===== src/rtl/div_unit_if.sv =====
// Operand/result bundle between the control unit and the multicycle divider.
interface div_unit_if;
  logic        Start;
  logic        Signed;
  logic [31:0] A;
  logic [31:0] B;
  logic [31:0] Lo;
  logic [31:0] Hi;
  logic        Busy;
  logic        Done;
  logic        DivZero;

  // Control unit side: issues operations and waits for Done.
  modport master (
    output Start, Signed, A, B,
    input  Lo, Hi, Busy, Done, DivZero
  );

  // Divider side.
  modport slave (
    input  Start, Signed, A, B,
    output Lo, Hi, Busy, Done, DivZero
  );
endinterface


===== src/rtl/div_unit.sv =====
// Multicycle 32-bit divider for div/divu: radix-2 restoring division on the
// operand magnitudes, one quotient bit per cycle, then a sign-fixup pass.
// Quotient goes to Lo, remainder to Hi.
module div_unit (
  input  logic      Clk,
  input  logic      Reset,
  div_unit_if.slave bus
);

  typedef enum logic [1:0] {IDLE, CALC, FIX, DONE} state_t;

  state_t      state;
  logic [5:0]  cnt;
  // The partial remainder is always below the divisor, so 32 stored bits
  // suffice; the 33rd bit only exists transiently in the shifted trial value.
  logic [31:0] rem;
  logic [31:0] quo;      // dividend bits shift out the top, quotient bits in at the bottom
  logic [31:0] dvs;      // divisor magnitude
  logic        q_neg;
  logic        r_neg;
  logic        dz_pend;  // divide-by-zero in flight through FIX
  logic [31:0] lo_r;
  logic [31:0] hi_r;
  logic        busy_r;
  logic        done_r;
  logic        dz_r;

  logic [32:0] shifted;
  logic [32:0] trial;

  // 32-bit two's complement negation, truncated (so -2^31 maps to itself).
  function automatic logic [31:0] neg32(input logic [31:0] v);
    return ~v + 32'd1;
  endfunction

  // Magnitude of an operand; raw value for unsigned operations.
  function automatic logic [31:0] mag32(input logic [31:0] v, input logic sgn);
    logic signed [31:0] sv;
    sv = signed'(v);
    return (sgn && (sv < 0)) ? neg32(v) : v;
  endfunction

  assign bus.Lo      = lo_r;
  assign bus.Hi      = hi_r;
  assign bus.Busy    = busy_r;
  assign bus.Done    = done_r;
  assign bus.DivZero = dz_r;

  // Trial subtraction for the current iteration: bit 32 set means it went negative.
  always_comb begin
    shifted = {rem, quo[31]};
    trial   = shifted - {1'b0, dvs};
  end

  // Control FSM with the iteration datapath and registered outputs.
  always_ff @(posedge Clk or negedge Reset) begin
    if (!Reset) begin
      state   <= IDLE;
      cnt     <= 6'd0;
      rem     <= 32'd0;
      quo     <= 32'd0;
      dvs     <= 32'd0;
      q_neg   <= 1'b0;
      r_neg   <= 1'b0;
      dz_pend <= 1'b0;
      lo_r    <= 32'd0;
      hi_r    <= 32'd0;
      busy_r  <= 1'b0;
      done_r  <= 1'b0;
      dz_r    <= 1'b0;
    end else begin
      case (state)
        IDLE: begin
          done_r <= 1'b0;
          if (bus.Start) begin
            dz_r <= 1'b0;
            if (bus.B == 32'd0) begin
              // Skip the iterations; FIX only spends the cycle that keeps
              // Done one edge after the accept, Hi/Lo are left untouched.
              dz_pend <= 1'b1;
              state   <= FIX;
            end else begin
              rem    <= 32'd0;
              quo    <= mag32(bus.A, bus.Signed);
              dvs    <= mag32(bus.B, bus.Signed);
              q_neg  <= bus.Signed & (bus.A[31] ^ bus.B[31]);
              r_neg  <= bus.Signed & bus.A[31];
              cnt    <= 6'd32;
              busy_r <= 1'b1;
              state  <= CALC;
            end
          end
        end
        CALC: begin
          if (cnt != 6'd0) begin
            if (!trial[32]) begin
              rem <= trial[31:0];
              quo <= {quo[30:0], 1'b1};
            end else begin
              rem <= shifted[31:0];
              quo <= {quo[30:0], 1'b0};
            end
            cnt <= cnt - 6'd1;
          end else begin
            // All 32 bits resolved: publish the sign-corrected results.
            lo_r  <= q_neg ? neg32(quo) : quo;
            hi_r  <= r_neg ? neg32(rem) : rem;
            state <= FIX;
          end
        end
        FIX: begin
          if (dz_pend) begin
            dz_r    <= 1'b1;
            dz_pend <= 1'b0;
          end
          busy_r <= 1'b0;
          done_r <= 1'b1;
          state  <= DONE;
        end
        DONE: begin
          done_r <= 1'b0;
          state  <= IDLE;
        end
        default: state <= IDLE;
      endcase
    end
  end

endmodule


===== src/flat_wrapper.sv =====
// flat-port wrapper written by rule: the top's interface ports become plain ports
module div_unit_flat 
  (Clk, Reset, bus_Start, bus_Signed, bus_A, bus_B, bus_Lo, bus_Hi, bus_Busy, bus_Done, bus_DivZero);
  div_unit_if bus_i ();
  input  logic Clk;
  input  logic Reset;
  input wire logic [$bits(bus_i.Start)-1:0] bus_Start;
  input wire logic [$bits(bus_i.Signed)-1:0] bus_Signed;
  input wire logic [$bits(bus_i.A)-1:0] bus_A;
  input wire logic [$bits(bus_i.B)-1:0] bus_B;
  output wire logic [$bits(bus_i.Lo)-1:0] bus_Lo;
  output wire logic [$bits(bus_i.Hi)-1:0] bus_Hi;
  output wire logic [$bits(bus_i.Busy)-1:0] bus_Busy;
  output wire logic [$bits(bus_i.Done)-1:0] bus_Done;
  output wire logic [$bits(bus_i.DivZero)-1:0] bus_DivZero;
  assign bus_i.Start = bus_Start;
  assign bus_i.Signed = bus_Signed;
  assign bus_i.A = bus_A;
  assign bus_i.B = bus_B;
  assign bus_Lo = bus_i.Lo;
  assign bus_Hi = bus_i.Hi;
  assign bus_Busy = bus_i.Busy;
  assign bus_Done = bus_i.Done;
  assign bus_DivZero = bus_i.DivZero;
  div_unit u_core (.Clk(Clk), .Reset(Reset), .bus(bus_i));
endmodule

===== config.mk =====
export PLATFORM = sky130hd
export DESIGN_NAME = div_unit_flat
export DESIGN_NICKNAME = d
export VERILOG_FILES = /design/src/rtl/div_unit_if.sv /design/src/rtl/div_unit.sv /design/src/flat_wrapper.sv
export SDC_FILE = /design/constraint.sdc
export NUM_CORES = 1
export LEC_CHECK = 0
export BUFFER_PORTS_ARGS = -buffer_cell sky130_fd_sc_hd__buf_2
export CORE_ASPECT_RATIO = 0.6
export CORE_MARGIN = 10
export CORE_UTILIZATION = 48
export CTS_CLUSTER_DIAMETER = 50
export DETAILED_ROUTE_END_ITERATION = 7
export HOLD_SLACK_MARGIN = 0.08
export PLACE_DENSITY = 0.68
export SLEW_MARGIN = 25
export SYNTH_ARGS = -nofsm -noshare
export SYNTH_HDL_FRONTEND = slang
export SYNTH_SLANG_ARGS = --single-unit

===== constraint.sdc =====
create_clock -name Clk -period 4.3 [get_ports Clk]
set_clock_uncertainty 0.05 [all_clocks]
set_input_delay 0.43 -clock Clk [delete_from_list [all_inputs] [get_ports Clk]]
set_output_delay 0.43 -clock Clk [all_outputs]
set_load 0.05 [all_outputs]

=== Word-level counts from Yosys, hierarchy flattened ===
Index checks and enable logic that the tools add are counted.
Widths: inputs -> output; s select.

* Register bits after elaboration: 174
* Bits of input ports: 68
* Output and inout port bits: 67
* Word-level logic and storage cells: 87

* $add $sub $neg: 6
* Order comparisons: 2
* Eq/ne operators: 9
* Mux-type cells: 32
* Bitwise operators: 9
* Reduce and logical (&&, ||, !) cells: 16

{| class="wikitable"
|+ Operator list
! operator !! number
|-
| $mux 32 || 11
|-
| $add 32x1->32 const B || 4
|-
| $not 32->32 || 4
|-
| $pmux 32 s2 || 2
|-
| $lt 32x1->1 const B || 2
|-
| $sub 33x32->33 || 1
|-
| $logic_not 32->1 || 1
|-
| $mux 6 || 3
|-
| $pmux 6 s2 || 1
|-
| $reduce_and 3->1 || 4
|-
| $pmux 1 s2 || 4
|-
| $pmux 2 s4 || 1
|-
| $mux 1 || 7
|-
| $mux 2 || 3
|-
| $ne 2x1->1 const B || 3
|-
| $ne 2x2->1 const B || 3
|-
| $reduce_bool 2->1 || 3
|-
| $reduce_bool 6->1 || 1
|-
| $sub 6x1->6 const B || 1
|-
| $eq 2x2->1 const B || 2
|-
| $reduce_and 2->1 || 2
|-
| $reduce_and 4->1 || 1
|-
| $and 1x1->1 || 2
|-
| $eq 2x1->1 const B || 1
|-
| 5 further kinds || 7
|}

=== Longest topological paths before layout ===
* Depth after elaboration: 6
* Gate-level depth with buffers: 14
* Mapped depth without buffers: 12

=== Least setup slack after synthesis ===
No wires, ideal clock.

* Path kind: register to register
* Start: register u_core.rem[4]
* End: register u_core.hi_r[30], in the netlist u_core.bus.Hi[30]
* Setup time: 0.129 ns
* Data arrival time: 3.110 ns
* Data required time: 4.121 ns
* Slack: 1.011 ns
* Stages on the path, launching flop included: 9
* Path buffers: 0
* Clock period less this slack: 3.289 ns
* Cell sequence: dfrtp_1 -> or4_4 -> or4_4 -> or4_4 -> or3_4 -> or3_4 -> o41ai_4 -> xor2_1 -> o21ai_1

* Longest elaborated chain between the ends: 3

{| class="wikitable"
|+ Ends and longest elaborated chain
! element !! RTL line !! source
|-
| from (decl) || div_unit.sv:16 || <nowiki>logic [31:0] rem;</nowiki>
|-
| from (signal assigned) || div_unit.sv:97 || <nowiki>rem <= trial[31:0];</nowiki>
|-
| from (signal assigned) || div_unit.sv:100 || <nowiki>rem <= shifted[31:0];</nowiki>
|-
| $not 32->32 || div_unit.sv:33 || <nowiki>return ~v + 32'd1;</nowiki>
|-
| $add 32x1->32 || div_unit.sv:33 ||
|-
| $mux 32 || div_unit.sv:107 || <nowiki>hi_r <= r_neg ? neg32(rem) : rem;</nowiki>
|-
| to (signal assigned) || div_unit.sv:107 ||
|-
| to (decl) || div_unit.sv:23 || <nowiki>logic [31:0] hi_r;</nowiki>
|}

Every way passes these cells.
A chain may end at the register's enable or synchronous reset.

=== Final worst setup path ===
* Start: register u_core.quo[31]
* End: register u_core.rem[10]

* Longest elaborated chain between the ends: 4

{| class="wikitable"
|+ Ends and longest elaborated chain
! element !! RTL line !! source
|-
| from (decl) || div_unit.sv:17 || <nowiki>logic [31:0] quo;</nowiki>
|-
| from (signal assigned) || div_unit.sv:84 || <nowiki>quo <= mag32(bus.A, bus.Signed);</nowiki>
|-
| from (signal assigned) || div_unit.sv:98 || <nowiki>quo <= {quo[30:0], 1'b1};</nowiki>
|-
| from (signal assigned) || div_unit.sv:101 || <nowiki>quo <= {quo[30:0], 1'b0};</nowiki>
|-
| $sub 33x32->33 || div_unit.sv:52 || <nowiki>trial = shifted - {1'b0, dvs};</nowiki>
|-
| $mux 32 || div_unit.sv:96 || <nowiki>if (!trial[32]) begin</nowiki>
|-
| $mux 32 || div_unit.sv:95 || <nowiki>if (cnt != 6'd0) begin</nowiki>
|-
| $pmux 32 s2 || div_unit.sv:72 || <nowiki>case (state)</nowiki>
|}

Every way passes these cells. The select of a mux whose other input is x is not followed.

==> reports/results.txt <==
The first global-routing pass estimated 51.8 mm of wire. The number of antenna diodes in the final layout is 0. The final weighted congestion in routability-driven placement was 0.990.

The logs give 0 for the count of max-cap constraint violations and 440 ps for the insertion delay of the later-clocked pin in the worst-skew pair. The floorplan die width is 218 um. For this configuration, the core starts out at a cell density of 48.9%.

The count of flip-flops with a built-in enable after synthesis is 0. Headroom to the max-slew limit came out at 39.4%. Number of nets in the final layout: 1584. The tools report the worst flop-to-flop path endpoint as u_core.rem[10]$_DFFE_PN0P_. The logs give 43 for the total number of placement rows and 0 for the post-CTS setup buffer count. The overall routed net length was 32.6 mm; the via count of the first global-routing pass was 9133.

The logs give 660 ps for the slack of the worst reg-to-reg path and 0 for the count of synthesis-stage warnings from yosys. The met3 track utilization from global routing was 6.78%; the number of nets with antenna violations after routing was 0. The most area-hungry cell type in the Yosys netlist is sky130_fd_sc_hd__dfrtp_1. For the finished layout, the period the worst path requires is 3640 ps.

Setup repair after global routing left no endpoint under its margin. Global routing used 35.4% of the available met1 tracks. Once the clock tree was built, the resizer swapped 0 gates to a different size. The startpoint identified for the worst hold timing path is bus_B[25]. In the post-synthesis netlist, the cell with the most instances is sky130_fd_sc_hd__nand2_1. The post-route netlist has 13.1% of its cells at a drive strength greater than 1.

The number of synthesized register bits was 174. The average size of a mapped cell works out to 8.24 um^2. The tree is rooted in a sky130_fd_sc_hd__clkbuf_16.

The area of the die is 0.0303 mm^2. The run gives 1800 as the number of non-filler instances in the completed layout. Sorting the synthesized cells by area gives the leading types as sky130_fd_sc_hd__dfrtp_1, sky130_fd_sc_hd__o21ai_0, sky130_fd_sc_hd__nand2_1.

The area of the mapped netlist is 0.0113 mm^2. The commonest register cell after synthesis is sky130_fd_sc_hd__dfrtp_1. IR analysis of the VDD net gives a maximum drop of 410 uV.

TritonCTS built the clock tree. For the final routed database, the setup TNS stands at 0 ps. The worst path arrival time was 3910 ps; the proportion of register bits with asynchronous set or reset after synthesis was 100%.

The count of cell types in the netlist was 61. The combined global-route utilization of all metal layers is 21.3%. After clock tree synthesis, the clock-pin slew on the worst setup and hold paths is 70 ps. Summing over every cut layer, the via total after detailed routing is 10095. Placed cell count: 1769. The final hold violation count was 0. Ratio of routed vias to standard cells: 5.61.

The worst setup path is of the flop to flop kind. In this run the static leakage power is 6.05 nW. In this run the count of I/O pins placed on the die edge is 135. The largest driver fanout on the critical path was 50. The number of buffers added by the clock tree synthesis step was 17. The core region is 0.0231 mm^2. Sorting the synthesized cells by how often they occur yields sky130_fd_sc_hd__nand2_1, sky130_fd_sc_hd__dfrtp_1, sky130_fd_sc_hd__o21ai_0.

The die is 139 um tall. Setup violations remaining at the end of the flow were counted as 0. Ratio of final minimum period to clock period: 84.7%.

For the highest clock frequency the design can meet, the log shows 0.275 GHz. Counting cells, the worst reg-to-reg path comes to 13. Data on the critical path is required at its endpoint by 4560 ps. The run gives 0 as the initial antenna violation count. In this run the power density over the cells is 613 mW/mm^2. For this design, the CTS-stage hold fixing added 0 buffers. Once layout is done, the placed cells without fillers occupy 0.0129 mm^2. The clock passes through at most 2 buffers.

The tools report the pin count of the biggest net entering global routing as 103. The number of H-tree branching levels is 4, and the cell area after placement is 0.0123 mm^2. Counting the fill cells in the layout gives 2167. The cell count after synthesis was 1373. The net count after synthesis came out at 1483. For this run, design rule violations remaining after detail routing come to 0. Counting instances, the worst hold path has a depth of 3.

Sequential elements use 38.5% of the synthesized area. In the global route stage, met2 resource usage came out at 24.6%. The class of the most critical hold timing path was input pin to flop.

For the aggregate global routing overflow, the log shows 0. The worst hold path terminates at u_core.dvs[25]$_DFFE_PN0P_. Buffers placed on the I/O ports in this run total 134.

The synthesis-to-layout area growth was 13.7%; the count of final max-slew check failures was 0. The tools report the startpoint of the worst-slack reg-to-reg timing path as u_core.quo[31]$_DFFE_PN0P_. For the sink count of the clock tree, the log shows 174.

Summed over all nets, the half-perimeter wirelength after detailed placement is 24.8 mm. Area share of the largest cell type after synthesis: 38.5%. The tools report the kind of capture point of the worst setup path as a flop.

Most crowded layer after global routing: met1. The detailed-route wire length per cell was 18.1 um; the number of iterations in the first detailed-routing pass was 6. At the pin with the least slew margin, the transition time is 909 ps. The run finished with clean final reports.

In this run, the number of DRC markers left after iteration 0 of detailed routing was 1214. STA classifies the critical path startpoint as a flop.
==> stage by stage <==
step	setup WS, ps	hold WS (ps)	utilization, %	total power, mW
4_1_cts	716	86.4	55.5	7.87
2_1_floorplan	1010	84.4	-	5.29
3_5_place_dp	745	415	53.3	6.43
3_3_place_gp	747	407	53.3	6.36
5_1_grt	430	260	55.6	8.47
6_report	658	257	55.6	7.89
==> worst max-delay path by stage <==
stage	startpoint	cells past startpoint	endpoint
floorplan	u_core.rem[4]$_DFFE_PN0P_	8	u_core.bus.Hi[30]$_DFFE_PN0P_
global placement	u_core.quo[0]$_DFFE_PN0P_	11	u_core.bus.Lo[30]$_DFFE_PN0P_
detailed placement	u_core.quo[31]$_DFFE_PN0P_	13	u_core.rem[22]$_DFFE_PN0P_
CTS	u_core.quo[0]$_DFFE_PN0P_	11	u_core.bus.Lo[30]$_DFFE_PN0P_
global route	u_core.quo[31]$_DFFE_PN0P_	13	u_core.rem[22]$_DFFE_PN0P_
finish	u_core.quo[31]$_DFFE_PN0P_	13	u_core.rem[10]$_DFFE_PN0P_
==> layer usage <==
metal / wire length [um] / part of all wire (%)
met5: 0 / 0
met4: 260 / 0.80
met3: 3510 / 11
met2: 11500 / 35
met1: 17400 / 53
==> critical path, cell delays in order (launching register included) <==
cell and delay, ps:
sky130_fd_sc_hd__dfrtp_1 350, sky130_fd_sc_hd__inv_1 90, sky130_fd_sc_hd__ha_1 230, sky130_fd_sc_hd__fa_1 410, sky130_fd_sc_hd__nand2b_1 180, sky130_fd_sc_hd__a21oi_1 180, sky130_fd_sc_hd__o21ai_0 200, sky130_fd_sc_hd__a21oi_1 290
sky130_fd_sc_hd__o2111ai_1 250, sky130_fd_sc_hd__a21oi_1 390, sky130_fd_sc_hd__mux2i_4 330, sky130_fd_sc_hd__buf_12 250, sky130_fd_sc_hd__mux2i_1 220, sky130_fd_sc_hd__o31ai_1 80
==> cells in the final DEF, fill, tap and decap left out, drive strengths merged, types with 3 or more instances in the layout <==
master	count
nand2	215
o21ai	179
dfrtp	174
buf	151
a21oi	115
nor2	86
xor2	78
xnor2	70
inv	59
ha	41
nand3	27
nor3	26
o31ai	26
or3	24
clkbuf	23
o311ai	22
a21o	16
nand2b	15
or4	14
o41ai	10
nor4	9
and2	8
a32oi	7
mux2i	7
or2	7
o21a	6
and3	6
a211oi	5
nor2b	5
a31oi	5
clkinv	5
o21bai	4
nand3b	4
o22ai	3
nand4	3
==> registers in the layout (all words and copies together), names as in the netlist, 2 cells and up <==
register	flops
u_core.bus.Lo	32
u_core.dvs	32
u_core.state	2
u_core.cnt	6
u_core.quo	32
u_core.rem	32
u_core.bus.Hi	32
==> cell type report <==
class | count | area [um^2] | area share [%]
Timing Repair Buffer | 153 | 862 | 6.70
Clock inverter | 8 | 62.6 | 0.486
Inverter | 58 | 218 | 1.69
Multi-Input combinational cell | 1070 | 6500 | 50.6
Clock buffer | 22 | 464 | 3.61
Sequential cell | 174 | 4350 | 33.9
Tap cell | 315 | 394 | 3.06
==> kinds of logic (layout without fill, tap and decap cells) <==
family | Yosys count | in the layout | synth area share [%]
AND/OR/NAND/NOR | 454 | 454 | 18.3
buffers and inverters | 129 | 241 | 4.31
AO/OA/AOI/OAI | 418 | 418 | 22.0
adder cells (fa/ha/maj) | 42 | 42 | 4.71
multiplexers | 8 | 8 | 0.719
XOR/XNOR | 148 | 148 | 11.5
flip-flops | 174 | 174 | 38.5
==> where the power goes <==
| part | switching, mW | internal, mW | leakage [nW] | total [mW] |
|---|---|---|---|---|
| logic | 2.58 | 1.23 | 3.54 | 3.81 |
| clock network | 0.673 | 0.767 | 0.254 | 1.44 |
| registers | 0.491 | 2.14 | 2.26 | 2.63 |
No activity file was read; power rests on OpenSTA's default activity.
